### src/rtl/bus_req_queue.sv
// bus_req_queue: per-core outbound word FIFO feeding one side of the bus arbiter.
// Presents the head word with a request, pops on grant, and flags starvation
// after WAIT_LIMIT consecutive ungranted request cycles.
module bus_req_queue #(
  parameter int unsigned DATA_W     = 32,
  parameter int unsigned DEPTH      = 4,
  parameter int unsigned WAIT_LIMIT = 15
) (
  input  logic                     clk,
  input  logic                     rst,
  input  logic                     wr_en,
  input  logic [DATA_W-1:0]        wr_data,
  output logic                     full,
  output logic                     empty,
  output logic [$clog2(DEPTH):0]   count,
  output logic                     overflow,
  output logic                     bus_req,
  output logic [DATA_W-1:0]        bus_data,
  input  logic                     bus_grant,
  output logic                     starve
);

  localparam int unsigned PTR_W = $clog2(DEPTH);
  localparam int unsigned CNT_W = PTR_W + 1;
  localparam logic [7:0]  LIMIT = 8'(WAIT_LIMIT);

  typedef enum logic [1:0] {
    IDLE,
    REQ,
    STARVED
  } state_e;

  logic [DATA_W-1:0] mem_q [DEPTH];
  logic [PTR_W-1:0]  wr_ptr_q, wr_ptr_d;
  logic [PTR_W-1:0]  rd_ptr_q, rd_ptr_d;
  logic [CNT_W-1:0]  count_q, count_d;
  logic              overflow_q, overflow_d;
  logic [7:0]        wait_q, wait_inc;
  state_e            state_q;

  logic push, pop;

  // Status and arbiter-facing outputs, derived only from registered state.
  always_comb begin
    full     = (count_q == CNT_W'(DEPTH));
    empty    = (count_q == '0);
    count    = count_q;
    overflow = overflow_q;
    bus_req  = !empty;
    bus_data = empty ? '0 : mem_q[rd_ptr_q];
    starve   = (state_q == STARVED);
  end

  // Next-state for pointers, occupancy and the sticky overflow flag.
  always_comb begin
    push       = wr_en && !full;
    pop        = bus_req && bus_grant;
    wr_ptr_d   = push ? wr_ptr_q + PTR_W'(1) : wr_ptr_q;
    rd_ptr_d   = pop  ? rd_ptr_q + PTR_W'(1) : rd_ptr_q;
    count_d    = count_q + CNT_W'(push) - CNT_W'(pop);
    // A push while full is dropped even when a pop frees a slot this cycle.
    overflow_d = overflow_q || (wr_en && full);
    wait_inc   = (wait_q < LIMIT) ? wait_q + 8'd1 : wait_q;
  end

  // Pointer, occupancy and overflow registers.
  always_ff @(posedge clk) begin
    if (rst) begin
      wr_ptr_q   <= '0;
      rd_ptr_q   <= '0;
      count_q    <= '0;
      overflow_q <= 1'b0;
    end else begin
      wr_ptr_q   <= wr_ptr_d;
      rd_ptr_q   <= rd_ptr_d;
      count_q    <= count_d;
      overflow_q <= overflow_d;
    end
  end

  // Word storage; contents are meaningless outside the occupied window.
  always_ff @(posedge clk) begin
    if (!rst && push) begin
      mem_q[wr_ptr_q] <= wr_data;
    end
  end

  // Request FSM with saturating wait counter.
  always_ff @(posedge clk) begin
    if (rst) begin
      state_q <= IDLE;
      wait_q  <= '0;
    end else begin
      case (state_q)
        IDLE: begin
          wait_q <= '0;
          if (count_d != '0) begin
            state_q <= REQ;
          end
        end
        REQ, STARVED: begin
          if (pop) begin
            wait_q  <= '0;
            state_q <= (count_d != '0) ? REQ : IDLE;
          end else begin
            wait_q  <= wait_inc;
            state_q <= (wait_inc == LIMIT) ? STARVED : REQ;
          end
        end
        default: begin
          state_q <= IDLE;
          wait_q  <= '0;
        end
      endcase
    end
  end

endmodule

### config.mk
export PLATFORM = sky130hd
export DESIGN_NAME = bus_req_queue
export DESIGN_NICKNAME = d
export VERILOG_FILES = /design/src/rtl/bus_req_queue.sv
export SDC_FILE = /design/constraint.sdc
export NUM_CORES = 1
export LEC_CHECK = 0
export ABC_AREA = 1
export CAP_MARGIN = 5
export CELL_PAD_IN_SITES_DETAIL_PLACEMENT = 1
export CELL_PAD_IN_SITES_GLOBAL_PLACEMENT = 1
export CORE_AREA = 2 2 120 122
export DETAILED_ROUTE_END_ITERATION = 10
export DIE_AREA = 0 0 122 124
export PLACE_DENSITY = 0.89
export REMOVE_ABC_BUFFERS = 1
export SYNTH_ARGS = -nofsm -noshare
export SYNTH_HDL_FRONTEND = slang
export SYNTH_SLANG_ARGS = --single-unit
export TNS_END_PERCENT = 5
### constraint.sdc
create_clock -name clk -period 3.02 [get_ports clk]
set_clock_uncertainty 0.15 [all_clocks]
set_input_delay 0.453 -clock clk [delete_from_list [all_inputs] [get_ports clk]]
set_output_delay 0.453 -clock clk [all_outputs]
set_load 0.1 [all_outputs]
==> load_flow_metrics.sql <==
INSERT INTO impl_metrics (metric_group, metric, value, unit) VALUES
('worst_setup_path', 'worstPathRequired', '2.42', 'ns'),
('drt', 'drt_first_pass_iters', '4', ''),
('finish', 'post_route_cells_drive_above_1_share', '16.6', '%'),
('global_route', 'grt_pass1_wl', '24900', 'µm'),
('drt', 'detail_route.iter0.violations', '277', ''),
('timing', 'hold_viol', '0', ''),
('synthesis', 'synth-warning-count', '0', ''),
('worst_setup_path', 'r2r-start', 'count[1]$_SDFF_PP0_', ''),
('worst_setup_path', 'cp-end-kind', 'output port', ''),
('synthesis', 'synth.ff_latch_count', '148', ''),
('synthesis', 'postSynthCellCount', '522', ''),
('clock_tree', 'post-cts-setup-buffer-count', '0', ''),
('timing', 'finalSetupViolations', '0', ''),
('min_path', 'worstHoldPathType', 'reg2reg', ''),
('flow_run', 'drv_cap', '0', ''),
('worst_setup_path', 'critPathSlowestCell', 'inv_1', ''),
('synthesis', 'ys_async_sr_fraction', '0', '%'),
('die', 'chipWidth', '122', 'µm'),
('drt', 'drc_errors', '0', ''),
('global_route', 'groute.usage.overall', '22.5', '%'),
('synthesis', 'synthesis.area_per_instance', '11.5', 'µm²'),
('global_route', 'grt_max_degree', '65', ''),
('drt', 'num_vias', '4270', ''),
('worst_setup_path', 'worst_r2r_endpoint', 'state_q[1]$_SDFFE_PP0P_', ''),
('worst_setup_path', 'timing.critical_path.slowest_cell_delay', '0.88', 'ns'),
('timing', 'final-max-slew-violation-count', '0', ''),
('worst_setup_path', 'critPathMaxFanout', '32', ''),
('timing', 'max_clock_freq', '338', 'MHz'),
('die', 'die-area', '15100', 'µm²'),
('timing', 'slew_headroom', '18.0', '%'),
('timing', 'worst-slew-pin-transition', '1.23', 'ns'),
('timing', 'unrepaired_setup_endpoints_after_global_routing', 'true', ''),
('clock_tree', 'cts_tree', 'built', ''),
('timing', 'final_min_period_over_clock_period', '98.0', '%'),
('global_route', 'grt_overflow', '0', ''),
('synthesis', 'ys_dominant_reg_cell', 'edfxtp_1', ''),
('die', 'start_util', '43.6', '%'),
('clock_tree', 'cts_bufs_inserted', '17', ''),
('min_path', 'whs_endpoint', 'wait_q[5]$_SDFF_PP0_', ''),
('drt', 'route.detailed.wl_per_inst', '19.8', 'µm'),
('timing', 'post-route-min-period', '2.96', 'ns'),
('global_route', 'grt_pass1_vias', '4791', ''),
('worst_setup_path', 'regToRegSetupSlack', '0.35', 'ns'),
('worst_setup_path', 'ff2ff_path_depth', '16', ''),
('clock_tree', 'path_clk_slew', '0.06', 'ns'),
('clock_tree', 'cts_sinks', '148', ''),
('timing', 'setup-tns-final', '0', 'ns'),
('drt', 'finalWirelength', '15900', 'µm'),
('placement', 'portBuffers', '75', ''),
('finish', 'nFillCells', '1419', ''),
('placement', 'globalplace.congestion', '0.836', ''),
('min_path', 'hold_start', 'wait_q[5]$_SDFF_PP0_', ''),
('clock_tree', 'htreeDepth', '4', ''),
('min_path', 'worstHoldPathCells', '2', ''),
('clock_tree', 'clockRootBuffer', 'clkbuf_16', ''),
('clock_tree', 'insertion_delay_of_the_later_clocked_pin_in_the_worst_skew_pair', '0.43', 'ns'),
('worst_setup_path', 'crit_path_start_kind', 'flop', ''),
('worst_setup_path', 'worst-setup-path-type', 'reg2out', ''),
('placement', 'dpl.hpwl', '9880', 'µm'),
('die', 'rows', '43', ''),
('global_route', 'antenna_found_initial', '1', ''),
('synthesis', 'synth.distinct_cells', '25', ''),
('worst_setup_path', 'path_cells', 'inv_1 -> nor2_1 -> o21ai_0 -> a21oi_1 -> buf_12', ''),
('die', 'core_area', '13700', 'µm²'),
('drt', 'final_antenna_net_count', '0', ''),
('status', 'run_status', 'complete, no violations', ''),
('synthesis', 'synth-edff-count', '128', ''),
('die', 'fp.dieH', '124', 'µm'),
('clock_tree', 'cts-hold-fix-buffers', '0', ''),
('clock_tree', 'clock_tree.buffer_depth', '2', ''),
('synthesis', 'netlist_area', '5980', 'µm²'),
('finish', 'synthToLayoutAreaGrowth', '32.7', '%'),
('worst_setup_path', 'critical_path_arrival', '2.36', 'ns'),
('drt', 'post_drt_via_cell_ratio', '5.34', ''),
('die', 'ios', '76', ''),
('finish', 'n_antenna_cell', '0', ''),
('synthesis', 'yosysSeqAreaShare', '71.0', '%'),
('finish', 'fin_nets', '654', '');
==> worst max-delay path by stage <==
stage	end	cells after the start	slack, ns
final	bus_data[10]	5	0.06
after global routing	bus_data[5]	5	-0.14
after CTS	bus_data[10]	5	-0.01
after detailed placement	state_q[1]$_SDFFE_PP0P_	14	0.005
after global placement	state_q[1]$_SDFFE_PP0P_	15	0.17
after floorplan	bus_data[0]	4	-1.71
==> final cells by class <==
class	count	area (µm²)	share of cell area [%]
Inverter	36	135	1.70
Tap cell	180	225	2.84
Multi-Input combinational cell	315	1530	19.3
Clock inverter	15	158	1.99
Clock buffer	17	425	5.36
Sequential cell	148	4250	53.5
Timing Repair Buffer	89	1210	15.3
==> worst max-delay path, delay by kind of cell, from the launching register on <==
family	cells	cell delay, ns
compound gates	2	0.34
buf+inv	2	1.08
flops	1	0.32
simple gates	1	0.18
==> stage by stage <==
stage / cells / setup WS, ns / cell area [µm²] / utilization [%] / hold WS [ns]
2_1_floorplan: 499 / -1.71 / 5880 / - / 0.286
3_3_place_gp: 768 / 0.166 / 7340 / 53.5 / 0.299
3_5_place_dp: 768 / 0.00451 / 7340 / 53.5 / 0.304
4_1_cts: 800 / -0.0108 / 7930 / 57.8 / 0.313
5_1_grt: 800 / -0.137 / 7930 / 57.8 / 0.343
6_report: 800 / 0.0613 / 7930 / 57.8 / 0.311
==> cells in the mapped netlist, types with 3 or more instances <==
library cell    n  area share [%]
a21oi_1        40             3.3
buf_1           4            0.25
buf_2           8            0.67
clkbuf_1       11            0.69
dfxtp_1        20             6.7
edfxtp_1      128              64
ha_1           10             2.1
inv_1          33             2.1
nand2_1        26             1.6
nand3_1         8            0.67
nor2_1        147             9.2
nor2_2          3            0.31
o21ai_0        67             5.6
==> flip-flops by register name, indices dropped and copies added, names as in the netlist, named ones only <==
register  count
mem_q       128
rd_ptr_q      2
state_q       2
count         3
wr_ptr_q      2
wait_q        8
overflow      1
==> cell usage in the layout (no fill, tap or decap) <==
master and n:
buf_12 36, xor2_2 1, nand4_1 2, nand2_1 26, nand2_2 2, clkdlybuf4s50_1 35
nor2_2 3, dfxtp_2 1, clkinvlp_4 3, o21bai_2 1, clkinv_2 2, and3b_1 1
fa_1 1, clkbuf_16 17, bufinv_16 2, edfxtp_1 128, nor2_1 143, dfxtp_1 19
nand3_1 8, nor2_4 6, inv_2 2, o21ai_1 2, clkinv_4 5, clkinv_1 2
o21ai_0 67, inv_1 33, nand3_2 1, buf_6 1, a21oi_1 40, a21oi_2 1
inv_6 2, ha_1 10, buf_4 17
==> per-layer routing <==
layer  routed length, µm  vias to the layer above  global-route usage [%]
li1                    -                     1962                       -
met4                 398                        2                    11.2
met2                8330                      156                    40.1
met3                1010                       37                    6.82
met1                6110                     2113                    24.5
met5                  13                        -                       0
==> what timing repair did <==
action                                  in CTS  in global routing
endpoints found under the setup margin       2                 20
gates resized for setup                      0                  1
cloned                                       0                  0
==> cells by family (layout without fill, tap and decap cells) <==
| logic type | Yosys count | after routing | synth area share (%) |
|---|---|---|---|
| simple gates | 192 | 192 | 13.0 |
| flops | 148 | 148 | 71.0 |
| compound gates | 111 | 111 | 9.46 |
| buf+inv | 59 | 157 | 3.87 |
| fa+ha+maj | 11 | 11 | 2.43 |
| xor+xnor | 1 | 1 | 0.272 |
Power is not shown: default switching activity piles up to over one toggle a cycle in this logic, so the estimate is an artifact.
